File: config.mk
export PLATFORM = sky130hd
export DESIGN_NAME = cachepool_l1_coalescer
export DESIGN_NICKNAME = d
export VERILOG_FILES = /design/src/rtl/cachepool_l1_coalescer.sv
export SDC_FILE = /design/constraint.sdc
export NUM_CORES = 1
export LEC_CHECK = 0
export CAP_MARGIN = 20
export CELL_PAD_IN_SITES_DETAIL_PLACEMENT = 1
export CELL_PAD_IN_SITES_GLOBAL_PLACEMENT = 2
export CORE_MARGIN = 5
export CORE_UTILIZATION = 30
export DETAILED_ROUTE_END_ITERATION = 7
export PLACE_DENSITY = 0.88
export SYNTH_ARGS = -nofsm -noshare
export SYNTH_HDL_FRONTEND = slang
export SYNTH_SLANG_ARGS = --single-unit
File: constraint.sdc
create_clock -name clk_i -period 4.2 [get_ports clk_i]
set_clock_uncertainty 0.05 [all_clocks]
set_input_delay 0.84 -clock clk_i [delete_from_list [all_inputs] [get_ports clk_i]]
set_output_delay 0.84 -clock clk_i [all_outputs]
set_load 0.02 [all_outputs]
File: src/rtl/cachepool_l1_coalescer.sv
// Coalesces word requests that hit the same cache line into one line-level request
// for a CachePool L1 controller port, using a single staging entry.
module cachepool_l1_coalescer #(
  parameter int unsigned AddrWidth  = 32,
  parameter int unsigned DataWidth  = 64,
  parameter int unsigned LineWidth  = 256,
  parameter int unsigned CoalFactor = 2,
  parameter int unsigned Window     = 2,
  parameter int unsigned IdWidth    = 6
) (
  input  logic                                              clk_i,
  input  logic                                              rst_ni,
  input  logic                                              req_valid_i,
  output logic                                              req_ready_o,
  input  logic [AddrWidth-1:0]                              req_addr_i,
  input  logic                                              req_we_i,
  input  logic [DataWidth-1:0]                              req_data_i,
  input  logic [DataWidth/8-1:0]                            req_be_i,
  input  logic [IdWidth-1:0]                                req_id_i,
  output logic                                              line_valid_o,
  input  logic                                              line_ready_i,
  output logic [AddrWidth-1:0]                              line_addr_o,
  output logic                                              line_we_o,
  output logic [LineWidth-1:0]                              line_data_o,
  output logic [LineWidth/8-1:0]                            line_be_o,
  output logic [$clog2(CoalFactor+1)-1:0]                   line_cnt_o,
  output logic [CoalFactor*IdWidth-1:0]                     line_id_o,
  output logic [CoalFactor*$clog2(LineWidth/DataWidth)-1:0] line_word_o
);

  localparam int unsigned Words    = LineWidth / DataWidth;
  localparam int unsigned DBytes   = DataWidth / 8;
  localparam int unsigned LBytes   = LineWidth / 8;
  localparam int unsigned LineOff  = $clog2(LBytes);
  localparam int unsigned WordOff  = $clog2(DBytes);
  localparam int unsigned WordIdxW = $clog2(Words);
  localparam int unsigned CntW     = $clog2(CoalFactor + 1);
  localparam int unsigned TimerW   = $clog2(Window) + 1;
  localparam int unsigned IdsW     = CoalFactor * IdWidth;
  localparam int unsigned WordsW   = CoalFactor * WordIdxW;

  typedef enum logic [1:0] {
    EMPTY,
    COLLECT,
    SEND
  } state_e;

  state_e                state_q;
  logic [AddrWidth-1:0]  addr_q;
  logic                  we_q;
  logic [CntW-1:0]       cnt_q;
  logic [TimerW-1:0]     timer_q;
  logic [LineWidth-1:0]  data_q;
  logic [LBytes-1:0]     be_q;
  logic [IdsW-1:0]       ids_q;
  logic [WordsW-1:0]     words_q;

  logic [AddrWidth-1:0]  req_line;
  logic [WordIdxW-1:0]   req_word;
  logic [DataWidth-1:0]  req_mask_w;
  logic [LBytes-1:0]     req_be_line;
  logic [LineWidth-1:0]  req_data_line;
  logic [LineWidth-1:0]  req_mask_line;
  logic                  mergeable;
  logic                  addr_unused;

  assign addr_unused = ^req_addr_i[WordOff-1:0];

  // Incoming word is shifted into its line slot; data is merged bytewise so that
  // non-overlapping partial writes to the same word keep each other's bytes.
  always_comb begin
    req_line = {req_addr_i[AddrWidth-1:LineOff], {LineOff{1'b0}}};
    req_word = req_addr_i[LineOff-1:WordOff];
    req_mask_w = '0;
    for (int unsigned b = 0; b < DBytes; b++) begin
      req_mask_w[b*8 +: 8] = {8{req_be_i[b]}};
    end
    req_be_line   = LBytes'(req_be_i) << (DBytes * req_word);
    req_data_line = LineWidth'(req_data_i) << (DataWidth * req_word);
    req_mask_line = LineWidth'(req_mask_w) << (DataWidth * req_word);
  end

  always_comb begin
    mergeable = req_valid_i
             && (req_line == addr_q)
             && (req_we_i == we_q)
             && (cnt_q < CntW'(CoalFactor))
             && (!req_we_i || ((req_be_line & be_q) == '0));
  end

  always_comb begin
    case (state_q)
      EMPTY:   req_ready_o = 1'b1;
      COLLECT: req_ready_o = mergeable;
      SEND:    req_ready_o = line_ready_i;
      default: req_ready_o = 1'b0;
    endcase
  end

  assign line_valid_o = (state_q == SEND);
  assign line_addr_o  = addr_q;
  assign line_we_o    = we_q;
  assign line_data_o  = data_q;
  assign line_be_o    = be_q;
  assign line_cnt_o   = cnt_q;
  assign line_id_o    = ids_q;
  assign line_word_o  = words_q;

  always_ff @(posedge clk_i or negedge rst_ni) begin
    if (!rst_ni) begin
      state_q <= EMPTY;
      addr_q  <= '0;
      we_q    <= 1'b0;
      cnt_q   <= '0;
      timer_q <= '0;
      data_q  <= '0;
      be_q    <= '0;
      ids_q   <= '0;
      words_q <= '0;
    end else begin
      case (state_q)
        EMPTY, SEND: begin
          if (state_q == EMPTY || line_ready_i) begin
            if (req_valid_i) begin
              state_q <= COLLECT;
              addr_q  <= req_line;
              we_q    <= req_we_i;
              cnt_q   <= CntW'(1);
              timer_q <= '0;
              data_q  <= req_data_line & req_mask_line;
              be_q    <= req_be_line;
              ids_q   <= IdsW'(req_id_i);
              words_q <= WordsW'(req_word);
            end else begin
              state_q <= EMPTY;
            end
          end
        end
        COLLECT: begin
          if (mergeable) begin
            data_q  <= (data_q & ~req_mask_line) | (req_data_line & req_mask_line);
            be_q    <= be_q | req_be_line;
            ids_q   <= ids_q | (IdsW'(req_id_i) << (IdWidth * cnt_q));
            words_q <= words_q | (WordsW'(req_word) << (WordIdxW * cnt_q));
            cnt_q   <= cnt_q + 1'b1;
            if (cnt_q + 1'b1 == CntW'(CoalFactor)) begin
              state_q <= SEND;
            end
          end else begin
            timer_q <= timer_q + 1'b1;
            // Without a merge, any valid request here is non-mergeable and forces SEND.
            if (timer_q == TimerW'(Window - 1) || req_valid_i) begin
              state_q <= SEND;
            end
          end
        end
        default: state_q <= EMPTY;
      endcase
    end
  end

endmodule

# Word level (Yosys, flattened, before mapping)
# Index checks and enable logic that the tools add are counted.
[classes] addsub=2 n_bitwise=8 order_cmp=1 n_mux=31 n_shift=5 n_reduce_logical=16 n_eq_ne=12 multipliers=1
[op_table] operator="$mux W256" count=3
[op_table] operator="$and A256 B256 Y256" count=2
[op_table] operator="$pmux W256 S2" count=1
[op_table] operator="$shl A64 B8 Y256" count=2
[op_table] operator="$not A256 Y256" count=1
[op_table] operator="$or A256 B256 Y256" count=1
[op_table] operator="$mux W32" count=3
[op_table] operator="$pmux W32 S2" count=1
[op_table] operator="$mux W12" count=3
[op_table] operator="$and A32 B32 Y32" count=1
[op_table] operator="$logic_not A32 Y1" count=1
[op_table] operator="$or A32 B32 Y32" count=1
[op_table] operator="$shl A8 B5 Y32" count=1
[op_table] operator="$eq A27 B27 Y1" count=1
[op_table] operator="$pmux W12 S2" count=1
[op_table] operator="$mux W2" count=10
[op_table] operator="$mux W4" count=3
[op_table] operator="$or A12 B12 Y12" count=1
[op_table] operator="$pmux W2 S2" count=3
[op_table] operator="$shl A6 B5 Y12" count=1
[op_table] operator="$ne A2 B2 Y1 const B" count=4
[op_table] operator="$pmux W4 S2" count=1
[op_table] operator="$reduce_and A4 Y1" count=2
[op_table] operator="$ne A3 B3 Y1 const B" count=2
[op_table] operator="other kinds (17)" count=26
[totals] reg_bits=338 in_bits=115 output_inout_bits=341

# Longest topological paths before layout
[depth] word_depth=7 mapped_depth=10 ltp_nobuf=6

# Worst setup path before layout
# Ideal clock, no wire load.
[synth_path] kind="input port to output port" startpoint="input req_addr_i[19]" endpoint="output req_ready_o" cell_stages=7 slack_ns=0.397 required_time_ns=3.310 arrival_time_ns=2.913 path_cell_list="inv_1 a221o_1 or4_1 buf_2 or3_1 or3_1 a21oi_1"
[synth_via] elab_chain_len=6
[synth_rtl] element="start: declaration" line="15" text="input logic [AddrWidth-1:0] req_addr_i,"
[synth_rtl] element="$eq A27 B27 Y1" line="85" text="&& (req_line == addr_q)"
[synth_rtl] element="$logic_and A1 B1 Y1" line="85"
[synth_rtl] element="$logic_and A1 B1 Y1" line="86" text="&& (req_we_i == we_q)"
[synth_rtl] element="$logic_and A1 B1 Y1" line="87" text="&& (cnt_q < CntW'(CoalFactor))"
[synth_rtl] element="$logic_and A1 B1 Y1" line="88" text="&& (!req_we_i || ((req_be_line & be_q) == '0));"
[synth_rtl] element="$pmux W1 S3" line="92" text="case (state_q)"
[synth_rtl] element="end: declaration" line="14" text="output logic req_ready_o,"
# Every way passes these cells.

# Final worst setup path
# Ends and elaborated chain as after synthesis.

==> results.toml <==
[synth]
synth_top_area_share_pct = 59.9
synth_cells = 1088
synth-seq-cells = 338
synth-edff-count = 0
avgSynthCellArea_sq_um = 13.0
synthArstFlopShare_pct = 100
synth_top_area_cell = "dfrtp_1"
synth_most_common_cell = "dfrtp_1"
ys_top_cells_by_area = "dfrtp_1, a32o_1, nand2_1"
synth_ff_type = "dfrtp_1"
ys_types = 48
syn_area_sq_mm = 0.0141
synth-seq-area-share_pct = 59.9
ys_warn_count = 0
synthTopCellsByCount = "dfrtp_1, a32o_1, nand2_1, clkbuf_1"

[floorplan]
num_rows = 79
die_y_um = 227
fp.dieW_um = 227
core_sq_mm = 0.0466
die-area_sq_mm = 0.0515
initial_core_util_pct = 30.3
pin_count = 456

[sta]
setup_viol = 0
whs_ns = 0.242
fin_crit_ns = 4.13
period_share_pct = 98.4
fmax_mhz = 242
slew_violations = 0
hold_viol_final = 0
tns_ns = 0
max_slew.worst_pin.slew_ns = 0.982
max-slew-margin-rel_pct = 34.2

[placement]
finalWeightedCongestion = 0.835
dpl-instance-area_sq_mm = 0.0196
place_hpwl_um = 41700
io_buffers = 447

[clock_network]
htreeDepth = 2
ctsRootBufferMaster = "clkbuf_16"
insertion_delay_ns = 0.55
clock-sinks = 338
clk_pin_slew_ns = 0.06
clockBufferDepth = 3
cts_made_buffers = 40
hold_buffers = 0
cts_tree = "yes"

[finish]
drive_above_1_share_pct = 11.0
nets = 1657
post-route-cell-area_sq_mm = 0.0210
fin_util_pct = 45.1
area_growth_pct = 48.8

[critical_path]
critical_path_arrival_ns = 3.24
cp-end-kind = "output pin"
cp_slowest_cell = "or4_4"
rrSetupSlack_ns = 0.90
crit_type = "input port to output pin"
cpPeakStageDelay_ns = 0.54
path_cells = "clkdlybuf4s50_1, inv_1, a221o_1, or4_4, or3_4, or3_1, a21oi_2, buf_6"
reg2regPathDepth = 9
crit_path_start_kind = "input port"
worstPathMaxFanout = 3
crit_required_ns = 3.31

[global_route]
grt-ovfl-total = 0
first_global_vias = 13000
grt_start_max_net_pins = 77
antenna_found_initial = 8
grt_first_pass_wirelength_um = 84600
grt.total_usage_pct = 21.4

[power]
power.density_mw_per_mm2 = 592
comb_power_share_pct = 36.1
swShare_pct = 36.3
total_power_w = 0.0124
p_int_w = 0.00793
power_switching_w = 0.00451
pwr-share-seq_pct = 35.2
ir_worst_vdd_v = 0.000430
p_leak_nw = 8.88
pwr-share-clk_pct = 28.7

[worst_hold_path]
min_path_type = "input port to async pin"

[detailed_routing]
first_pass_iters = 5
avgRoutedWirePerCell_um = 26.4
vias_per_cell = 5.57
wirelength_um = 57400
first_iter_violations = 841
drtAntennaViolNets = 0
drc = 0
via_count = 12100

[outcome]
run_status = "finished clean"

[flow_run]
drv_cap = 0
-- repair_timing --
item,in CTS,in global routing
pin swaps,0,3
resized for setup,7,7
buffers inserted,0,0
endpoints found under the setup margin,1,1
-- final timing paths --
kind	from	endpoint
worst max-delay path	req_addr_i[19]	req_ready_o
worst min-delay path	rst_ni	line_addr_o[22]$_DFFE_PN0P_
worst max register to register	line_addr_o[12]$_DFFE_PN0P_	flip-flop
worst min register to register	flip-flop	flip-flop
max in group asynchronous	rst_ni	async pin
min in group clk_i	flip-flop	flip-flop
-- final cells by class --
cell class,count,area (sq um)
clock buffers,53,1150
diodes,2,5.00
repair buffers,518,5210
clock inverters,20,210
fillers,4834,25500
well taps,607,759
flip-flops and latches,338,8460
multi-input cells,631,5180
inverters,9,33.8
-- worst max-delay path: cells and delay by family --
| family | cells | cell delay, ns |
|---|---|---|
| buffers and inverters | 3 | 0.66 |
| AND/OR/NAND/NOR | 3 | 1.28 |
| AO/OA/AOI/OAI | 2 | 0.47 |
-- metal layers --
metal | vias up | track usage [%] | routed length, um
li1 | 5265 | - | -
met1 | 6329 | 26.3 | 22900
met2 | 430 | 35.9 | 28100
met3 | 105 | 6.46 | 4410
met4 | 12 | 7.67 | 1860
met5 | - | 0 | 95
-- logic make-up (layout without fill, tap and decap cells) --
group | after synthesis | count (layout) | synth area share, %
xor gates and xnor gates | 25 | 25 | 1.55
buffers and inverters | 123 | 600 | 3.94
other | 1 | 7 | 0.0266
and+or+nand+nor | 198 | 198 | 6.82
muxes | 11 | 11 | 0.807
AOI/OAI and AO/OA | 388 | 388 | 26.6
adders and majority gates | 4 | 4 | 0.355
DFF | 338 | 338 | 59.9
-- stage by stage --
stage | setup WS, ns | instances
floorplan | 0.397 | 1092
global placement | -0.507 | 2103
detailed placement | -0.546 | 2103
CTS | 0.000254 | 2176
global route | -0.0159 | 2178
finish | 0.0672 | 2178
-- power by group through the flow --
stage | clock, W | sequential [W] | combinational (W)
after CTS | 0.00367 | 0.00440 | 0.00455
final | 0.00357 | 0.00439 | 0.00449
after floorplan | 0 | 0.00506 | 0.00149
after global placement | 0 | 0.00441 | 0.00442
after global routing | 0.00381 | 0.00447 | 0.00477
after detailed placement | 0 | 0.00445 | 0.00451
-- placed cells by master (no fill, tap or decap), drive strengths merged, types with 6 or more instances in the layout --
cell	instances
nand4	7
a21oi	16
nand3	9
mux2i	8
clkdlybuf4s50	443
clkbuf	53
nor4	11
and3	14
and2	27
o21ai	12
buf	73
a31oi	9
dfrtp	338
nand2	99
a32o	252
a41oi	29
xor2	23
a22oi	12
nor2	14
a22o	37
clkinv	10
nor2b	6
inv	11
Note: power is estimated with default switching activity, not from simulation.
